`config.mk`:
```
export PLATFORM = sky130hd
export DESIGN_NAME = week_5_settle_timer
export DESIGN_NICKNAME = d
export VERILOG_FILES = /design/src/rtl/week_5_pkg.sv /design/src/rtl/week_5_settle_timer.sv
export SDC_FILE = /design/constraint.sdc
export NUM_CORES = 1
export LEC_CHECK = 0
export CORE_AREA = 8 8 45 47
export DETAILED_ROUTE_END_ITERATION = 10
export DIE_AREA = 0 0 53 55
export GPL_TIMING_DRIVEN = 0
export PLACE_DENSITY = 0.5
export SETUP_SLACK_MARGIN = 0.1
export SLEW_MARGIN = 20
export SYNTH_ARGS = -nofsm -noshare
export SYNTH_HDL_FRONTEND = slang
export SYNTH_SLANG_ARGS = --single-unit
```
`constraint.sdc`:
```
create_clock -name clk -period 2.5 [get_ports clk]
set_input_delay 0.625 -clock clk [delete_from_list [all_inputs] [get_ports clk]]
set_output_delay 0.625 -clock clk [all_outputs]
set_load 0.01 [all_outputs]
```
`src/rtl/week_5_pkg.sv`:
```
// rtl/week_5_pkg.sv - shared state encoding and constants for the gate checker
// Purpose: FSM state type, vector count and counter widths used by all
// gate-checker files. No ports.
package week_5_pkg;

   typedef enum logic [2:0] {
      IDLE,
      APPLY,
      SETTLE,
      CHECK,
      DONE
   } state_t;

   localparam int NUM_VECTORS = 4;
   localparam int SETTLE_W    = 4;   // holds SETTLE_CYCLES 0..15
   localparam int COUNT_W     = 3;   // holds 0..NUM_VECTORS

endpackage

```
`src/rtl/week_5_settle_timer.sv`:
```
// rtl/week_5_settle_timer.sv - loadable down-counter timing the per-vector settle window
// Ports:
//   clk, rst : clock, synchronous active-high reset
//   load     : load counter with value (has priority over dec)
//   value    : load value
//   dec      : decrement by one, saturating at zero
//   zero     : counter currently holds zero
module week_5_settle_timer
   import week_5_pkg::*;
(
   input  logic                clk,
   input  logic                rst,
   input  logic                load,
   input  logic [SETTLE_W-1:0] value,
   input  logic                dec,
   output logic                zero
);

   logic [SETTLE_W-1:0] cnt;

   always_ff @(posedge clk) begin
      if (rst) begin
         cnt <= '0;
      end else if (load) begin
         cnt <= value;
      end else if (dec && (cnt != '0)) begin
         cnt <= cnt - 1'b1;
      end
   end

   assign zero = (cnt == '0);

endmodule

```
==> impl_results.md, run 1 <==
* Synth Flop Type: dfxtp_1
* Skew final at 0.0004390 ns
* Wirelength, routed at 662 um
* Status: finished, final reports clean
* Core Rows at 14
* CP Capture Point: zero
* Crit Path Max Fanout at 5
* WL/cell at about 12 um
* Most frequent cell after synthesis: nor2_1
* Syn_area_per_cell at just over 9 um^2
* Met2 usage at under 10%
* FF/Latch Area at about 80 um^2
* Design Power at ~210 uW
* Initial Utilization at 18.99%
* Leak at between 0.1 and 0.15 nW
* Routability Congestion at 0.6957
* Worst Setup SP: cnt[0]$_SDFFE_PP0P_
* Synthesized net count at 38
* Drc violations at 0
* Yosys cell types at 16
* CTS Buf Count at 3
* Root buffer cell: clkbuf_4
* Cells after Synth at 29
* Total negative slack at 0 ns
* Vias in the first global route at 233
* Initial antenna violation count at 0
* Crit-path most repeated cell: inv_1
* CP Launch Type: register
* Port bufs at 8
* Final Max Tran Viols at 0
* CTS H-Tree Depth at 1
* Top cells by count, synth: nor2_1, dfxtp_1, inv_1
* Crit path cell chain: inv_1 > ha_2 > or3b_4 > inv_1 > dlygate4sd2_1
* Core area at approximately 1400 um^2
* Most Used Layer, Global Route: met2
* Synth Cell Area at 262.8 um^2
* Max frequency at ~0.45 GHz
* Final worst-path cycle share at a little under 90%
* GRT Residual Overflow at 0
* Worst path required time at 1.88 ns
* IO Pins at 9
* Final Setup Violations at 0
* Leading post-synthesis cells by cell area: dfxtp_1, a2111oi_4, nor2_1, a311oi_1, inv_1
* Data arrival, critical path at between 1.5 and 2 ns
* Crit-path max cell delay at around 0.43 ns
* Slew margin rel. at roughly four fifths
* Hold_buf cts at 0
* CTS tree: built
* Clock Sinks at 4
* Worst vdd ir at around 0.00032 V
* Post-route non-filler standard cell count at 56
* RSZ-0062 raised after global routing: false
* Detailed Place HPWL at just over 500 um
* Design Area, Final at slightly below 400 um^2
* R2r setup slk at around 0.89 ns
* Post-synth EDFFs at 0
* CP Capture Type: primary output
* Reg2reg start: cnt[0]$_SDFFE_PP0P_
* Clock Path Buffers at 2
* Async SR Flop Fraction at 0%
* Post-route minimum period at 2.224 ns
* Area occupied by multi-input gates at about 170 um^2
* HP Class: reg -> reg
* Worst r2r path cells at 5
* Post-synth top area cell: dfxtp_1
* PnR worst setup slack at 0.2761 ns
* Total GRT Usage at 5.410%
* Met3 GRT Util at 4.278%
* Measured slew at the worst slew-check pin at ~0.32 ns
* Post-route ant nets at 0
* Yosys Warn Count at 0
* Yosys reg bits at 4
* Pre-CTS setup slack at 0.1762 ns
* Cells after DPL at 53
* Via count at 261
* Largest reg by FF count: cnt
* Power per Cell Area at between 500 and 600 nW/um^2
* Grt met1 use at 5.775%
* Area Growth Syn to Fin at 47.14%
* Ant. Diodes at 0
* Max reg flops at 4
* Biggest regs: cnt x4
* Fin nets at 51
* Layout cells sized above 1 at about a fifth
* Seq/Total Area, Yosys at around 30%
* Post-DP Area at ~360 um^2
* Final hold vios at 0
* Worst-path clk slew at around 0.040 ns
* Fill count at 148
* Max-cap viol count at 0
* Initial DRT Pass Iterations at 2
* Largest net degree at the start of global routing at 8
* WS Path Type: reg -> out
* Die area at 2915 um^2
* Yosys top cell area share at between 30% and 40%
* Hold Crit Start: cnt[2]$_SDFFE_PP0P_
* Crit-path leading delay family: simple AND/OR/NAND/NOR gates
* Clk Latency, worst-skew pair at ~0.23 ns
* Slowest CP cell: or3b_4
* WP buf/inv at 3
* WP depth at 5
* Capturing point of the worst reg2reg path: cnt[1]$_SDFFE_PP0P_
* Vias/cell at approximately 4.7
* Die height at around 55 um
* Iter 0 DRT Violations at 7
* Chip Width at roughly 53 um
* First-pass GRT wire length at roughly 1100 um
## worst min-delay path by stage
| stage | end | slack [ns] | depth (start not counted) |
|---|---|---|---|
| 3_5_place_dp | cnt[2]$_SDFFE_PP0P_ | 0.52 | 2 |
| 3_3_place_gp | cnt[2]$_SDFFE_PP0P_ | 0.51 | 2 |
| 6_report | cnt[2]$_SDFFE_PP0P_ | 0.53 | 2 |
| 2_1_floorplan | cnt[2]$_SDFFE_PP0P_ | 0.48 | 2 |
| 4_1_cts | cnt[2]$_SDFFE_PP0P_ | 0.52 | 2 |
| 5_1_grt | cnt[2]$_SDFFE_PP0P_ | 0.55 | 2 |
## through the flow
step                util [%]  hold WS, ns
floorplan                  -       0.4844
global placement       26.22       0.5135
detailed placement     26.22       0.5194
CTS                    27.94       0.5244
global route           27.94       0.5527
finish                 27.94       0.5253
## cell usage in the layout (no fill, tap or decap), drive strengths merged
cell and n:
mux2i 1, nand3 1, inv 4, a311o 1, clkdlybuf4s50 7, dlygate4sd2 1
a2111oi 1, or3b 1, nor3 1, dfxtp 4, nor2 5, ha 1
nand4b 1, clkbuf 3, nor4b 1, nand2 3, a21o 1, a311oi 2
a211oi 1
## per-layer routing
metal / vias up / routed length, um
li1: 131 / -
met1: 123 / 294
met2: 7 / 315
met3: 0 / 52
met4: 0 / 0
met5: - / 0
## where the power goes
group          total [mW]  switching, mW  internal [mW]  leakage [nW]
logic              0.0562         0.0261         0.0301        0.0988
clock network      0.0787         0.0251         0.0536        0.0138
registers          0.0751        0.00520         0.0699        0.0333
total               0.210         0.0564          0.154         0.146
## logic make-up after synthesis
logic type	Yosys count	synth area share [%]
and+or+nand+nor	13	28.57
AOI/OAI and AO/OA	6	26.67
buffers and inverters	4	5.713
DFF	4	30.48
muxes	1	3.810
adders and majority gates	1	4.761
## cell type report
type | instances | share of cell area (%)
flip-flops and latches | 4 | 20.71
inverters | 4 | 3.883
multi-input cells | 21 | 44.01
clock buffers | 3 | 5.825
repair buffers | 8 | 20.39
well taps | 16 | 5.178
## timing repair
| action | in CTS | in global routing |
|---|---|---|
| buffers inserted | 0 | 0 |
| endpoints found under the setup margin | 1 | 0 |
| resized for setup | 3 | 0 |
## worst register-to-register path, cell delays in order (launching register included)
cell and delay, ns:
dfxtp_1 0.31, inv_1 0.10, ha_2 0.21, or3b_4 0.43, a2111oi_4 0.36, a311o_1 0.14
No activity file was read; power rests on OpenSTA's default activity.
==> inputs of run 2 (changes only) <==
- CELL_PAD_IN_SITES_DETAIL_PLACEMENT: default -> 0
- CELL_PAD_IN_SITES_GLOBAL_PLACEMENT: default -> 2
- PLACE_DENSITY: 0.5 -> 0.72
- SLEW_MARGIN: 20 -> default
==> run 2 against run 1 <==
Setup slack improved by 0.064 ns. First-iteration DRC count down 86%. Critical path depth stayed put. Routed wire length is 4.1% lower. Maximum frequency is 3.0% higher. Critical endpoint unchanged. Power increased by 1.8%. Cell count unchanged. Global-route usage grew 0.22 points.
==> impl_results.md, run 2 (synthesis gave the netlist of run 1 again) <==
* Via count at 247 (-5.4%)
* Initial Utilization at 18.99% (unchanged)
* WS Path Type: reg -> out
* Measured slew at the worst slew-check pin at 0.3082 ns (-0.01177 ns)
* Final Setup Violations at 0 (unchanged)
* Final worst-path cycle share at 86.40% (-2.6 points)
* Core area at 1384 um^2 (unchanged)
* Max reg flops at 4 (unchanged)
* Largest net degree at the start of global routing at 8 (unchanged)
* Switching power at 58.10 uW (+3.0%)
* Post-CTS Setup Bufs at 0 (unchanged)
* Drc violations at 0 (unchanged)
* Clock Path Buffers at 2 (unchanged)
* Max-cap viol count at 0 (unchanged)
* Iter 0 DRT Violations at 1 (-6)
* Worst path required time at 1.88 ns (about the same)
* Routability Congestion at 0.7161 (+2.9%)
* CTS tree: built
* Post-DP Area at 362.8 um^2 (unchanged)
* Routed met3 length at 69 um (+33%)
* Design Area, Final at 396.6 um^2 (+2.6%)
* Initial antenna violation count at 0 (unchanged)
* Reg power frac at 35.0% (-0.8 points)
* Wirelength, routed at 635 um (-4.1%)
* Worst vdd ir at 0.0002136 V (-34%)
* Clk Latency, worst-skew pair at 0.23 ns (about the same)
* Total negative slack at 0 ns (unchanged)
* Fin nets at 51 (unchanged)
* Data arrival, critical path at 1.54 ns (-0.06 ns)
* Power per Cell Area at 539.1 nW/um^2 (-0.74%)
* Root buffer cell: clkbuf_4
* Max frequency at 0.4630 GHz (+3.0%)
* Leak at 0.1476 nW (+1.2%)
* Post-route ant nets at 0 (unchanged)
* Area occupied by multi-input gates at 180.2 um^2 (+5.9%)
* CP Launch Type: register
* Total GRT Usage at 5.625% (+0.22 points)
* RSZ-0062 raised after global routing: false
* Fill count at 149 (+0.68%)
* WL met1 at 306 um (+4.1%)
* Die area at 2915 um^2 (unchanged)
* Vias/cell at 4.411 (-5.4%)
* Fin util at 28.66% (+0.72 points)
* Largest reg by FF count: cnt
* Top layer in use: met4
* Post-route minimum period at 2.160 ns (-0.06386 ns)
* HP Class: reg -> reg
* First-pass GRT wire length at 1138 um (+1.9%)
* Crit Path Max Fanout at 5 (unchanged)
* Final hold vios at 0 (unchanged)
* Initial DRT Pass Iterations at 3 (+1)
* Vias in the first global route at 285 (+22%)
* CTS Buf Count at 3 (unchanged)
* WL/cell at 11.34 um (-4.1%)
* Internal Power at 155.7 uW (+1.4%)
* Sw Ratio at 27.17% (+0.32 points)
* CP Capture Type: primary output
* Status: finished, final reports clean
* FF/Latch Area at 80.08 um^2 (unchanged)
* Biggest regs: cnt x4
* Die height at 55 um (unchanged)
* Skew final at 0.001772 ns (+0.001333 ns)
* Gate power share at 27.9% (+1.1 points)
* Final Max Tran Viols at 0 (unchanged)
* Port bufs at 8 (unchanged)
* Routed wl met2 at 242 um (-23%)
* Core Rows at 14 (unchanged)
* Commonest non-fill, non-tap cell in the layout: clkdlybuf4s50_1
* GRT Residual Overflow at 0 (unchanged)
* Chip Width at 53 um (unchanged)
* Most frequent cells in the layout: clkdlybuf4s50_1, nor2_1, dfxtp_1
* Clock Sinks at 4 (unchanged)
* Clock power share at 37.1% (-0.4 points)
* Ant. Diodes at 0 (unchanged)
* Layout cells sized above 1 at 22.50% (+2.5 points)
* Worst-path clk slew at 0.04 ns (about the same)
* Area Growth Syn to Fin at 50.95%
* CTS H-Tree Depth at 1 (unchanged)
* IO Pins at 9 (unchanged)
* Slew margin rel. at 79.39% (+0.79 points)
==> run 2: power groups by stage <==
stage | Clock [mW] | Sequential, mW | Combinational, mW
floorplan | 0 | 0.0744 | 0.0330
CTS | 0.0819 | 0.0750 | 0.0606
finish | 0.0793 | 0.0749 | 0.0596
global placement | 0 | 0.0753 | 0.0573
global route | 0.0876 | 0.0757 | 0.0670
detailed placement | 0 | 0.0755 | 0.0580
==> run 2: through the flow <==
stage / total power, mW / setup slack [ns] / hold slack [ns] / std cells
6_report: 0.2138 / 0.3400 / 0.5286 / 56
5_1_grt: 0.2303 / 0.2654 / 0.5842 / 56
4_1_cts: 0.2175 / 0.3216 / 0.5289 / 56
3_5_place_dp: 0.1335 / 0.1960 / 0.5241 / 53
3_3_place_gp: 0.1326 / 0.2020 / 0.5085 / 53
2_1_floorplan: 0.1074 / 0.7585 / 0.4844 / 29
==> run 2: timing repair <==
| action | in CTS | in global routing |
|---|---|---|
| gates resized for setup | 5 | 0 |
| endpoints found under the setup margin | 1 | 0 |
| hold buffers | 0 | 0 |
==> run 2: layer usage <==
layer,vias up,track usage (%)
met1,103,5.463
met2,11,8.203
met5,-,0
li1,130,-
met3,3,4.278
met4,0,3.879
==> run 2: layout make-up <==
type	count	share of cell area [%]
Clock buffer	3	5.678
Inverter	4	3.785
Multi-Input combinational cell	21	45.43
Sequential cell	4	20.19
Tap cell	16	5.047
Timing Repair Buffer	8	19.87
==> run 2: final timing paths <==
path                       start  slack, ns  cells past startpoint             endpoint
max          cnt[0]$_SDFFE_PP0P_       0.34                      5                 zero
min          cnt[2]$_SDFFE_PP0P_       0.53                      2  cnt[2]$_SDFFE_PP0P_
max reg2reg  cnt[0]$_SDFFE_PP0P_       0.98                      5  cnt[1]$_SDFFE_PP0P_
min reg2reg  cnt[2]$_SDFFE_PP0P_       0.53                      2  cnt[2]$_SDFFE_PP0P_
==> run 2: worst max-delay path, cell delays in order, from the launching register on <==
cell           delay, ns
dfxtp_1             0.32
inv_2               0.09
ha_4                0.15
or3b_4              0.42
inv_1               0.06
dlygate4sd2_1       0.26
==> patch: new RTL, settings of run 1 <==
Register the output `zero`, cleared by the reset; this adds one clock of latency there.
--- a/src/rtl/week_5_settle_timer.sv
+++ b/src/rtl/week_5_settle_timer.sv
@@ -30,3 +30,9 @@
 
-   assign zero = (cnt == '0);
+   always_ff @(posedge clk) begin
+      if (rst) begin
+         zero <= '0;
+      end else begin
+         zero <= (cnt == '0);
+      end
+   end
 
Behaviour: not the same (Yosys sat finds a counterexample within 4 cycles, from zero or initial values and one cycle with rst high).
==> patch against run 1 <==
Sequential power grew 23%. Worst setup slack gained 0.49 ns. Die area is the same. Clock skew grew 0.0039 ns. First-iteration DRC count shrank 43%. Routed wire length grew 2.1%. Utilization grew 1.6 points. Synthesized area grew 7.6%. Sequential cell count grew 1. Critical endpoint is now cnt[3]. Design area grew 5.8%. Total power grew 16%. Largest cell class unchanged. Combinational power shrank 1%. Critical path type is now in -> reg.
==> patch: results (changes against run 1) <==
Sequential power: 92.3 uW (+23%)
Hpwl dp: 516.3 um (-0.52%)
Met3 Use GR: 4.545% (+0.27 points)
Post-Place Cell Area: 382.9 sq um (+5.5%)
Synth Area in Compound Gates: 24.78% (-1.9 points)
WL/cell: 11.66 um (-1.4%)
Inst Count DP: 54 (+1.9%)
Routed length on met3: 53 um (+1.9%)
Routed length on met2: 302 um (-4.1%)
Largest regs: cnt: 4 flops, zero: 1 flops
Synth top area cells: dfxtp_1, a2111oi_4, nor2_1
Synthesized Nets: 39 (+2.6%)
Post-synthesis mux area share: 3.540% (-0.27 points)
Flip-flop and latch area: 100.1 sq um (+25%)
RR Startpoint: cnt[1]
GPL Wtd Cong: 0.7570 (+8.8%)
First-pass GRT wire length: 1.014 mm (-9.2%)
Post-CTS sizing: 0 (-3)
Synth Instances: 30 (+3.4%)
Max FO, Critical Path: 7 (+2)
Worst slack, placed: 0.5138 ns (+0.3376 ns)
Max transition margin: 78.32% (-0.28 points)
Met2 usage: 7.617% (-0.59 points)
Seq/Total Area, Yosys: 35.40% (+4.9 points)
Top layer in use: met4
Status: finished clean
Static Leak: 0.1493 nW (+2.4%)
CP peak stage delay: 0.63 ns (+0.20 ns)
Adder-cell share of the synthesized area: 4.425% (-0.34 points)
==> patch: worst max-delay path by stage <==
| stage | to | startpoint | slack (ns) |
|---|---|---|---|
| floorplan | cnt[1] | cnt[1] | 0.97 |
| detailed placement | cnt[3] | dec | 0.51 |
| global placement | cnt[3] | dec | 0.52 |
| finish | cnt[3] | dec | 0.76 |
| CTS | zero | zero | 0.77 |
| global route | cnt[3] | dec | 0.71 |
==> patch: area by class of cell <==
class | instances | share of cell area, %
Inverter | 3 | 2.752
Tap cell | 16 | 4.893
Multi-Input combinational cell | 22 | 41.90
Clock buffer | 4 | 6.422
Sequential cell | 5 | 24.46
Timing Repair Buffer | 8 | 19.57
==> patch: cells by family after synthesis <==
group / count (synthesis)
adders and majority gates: 1
and+or+nand+nor: 14
muxes: 1
buffers and inverters: 3
AOI/OAI and AO/OA: 6
DFF: 5
==> patch: critical path: cells and delay by family <==
family	cells	cell delay, ns
compound gates	1	0.08
buf+inv	1	0.63
mux	1	0.22
simple gates	1	0.29
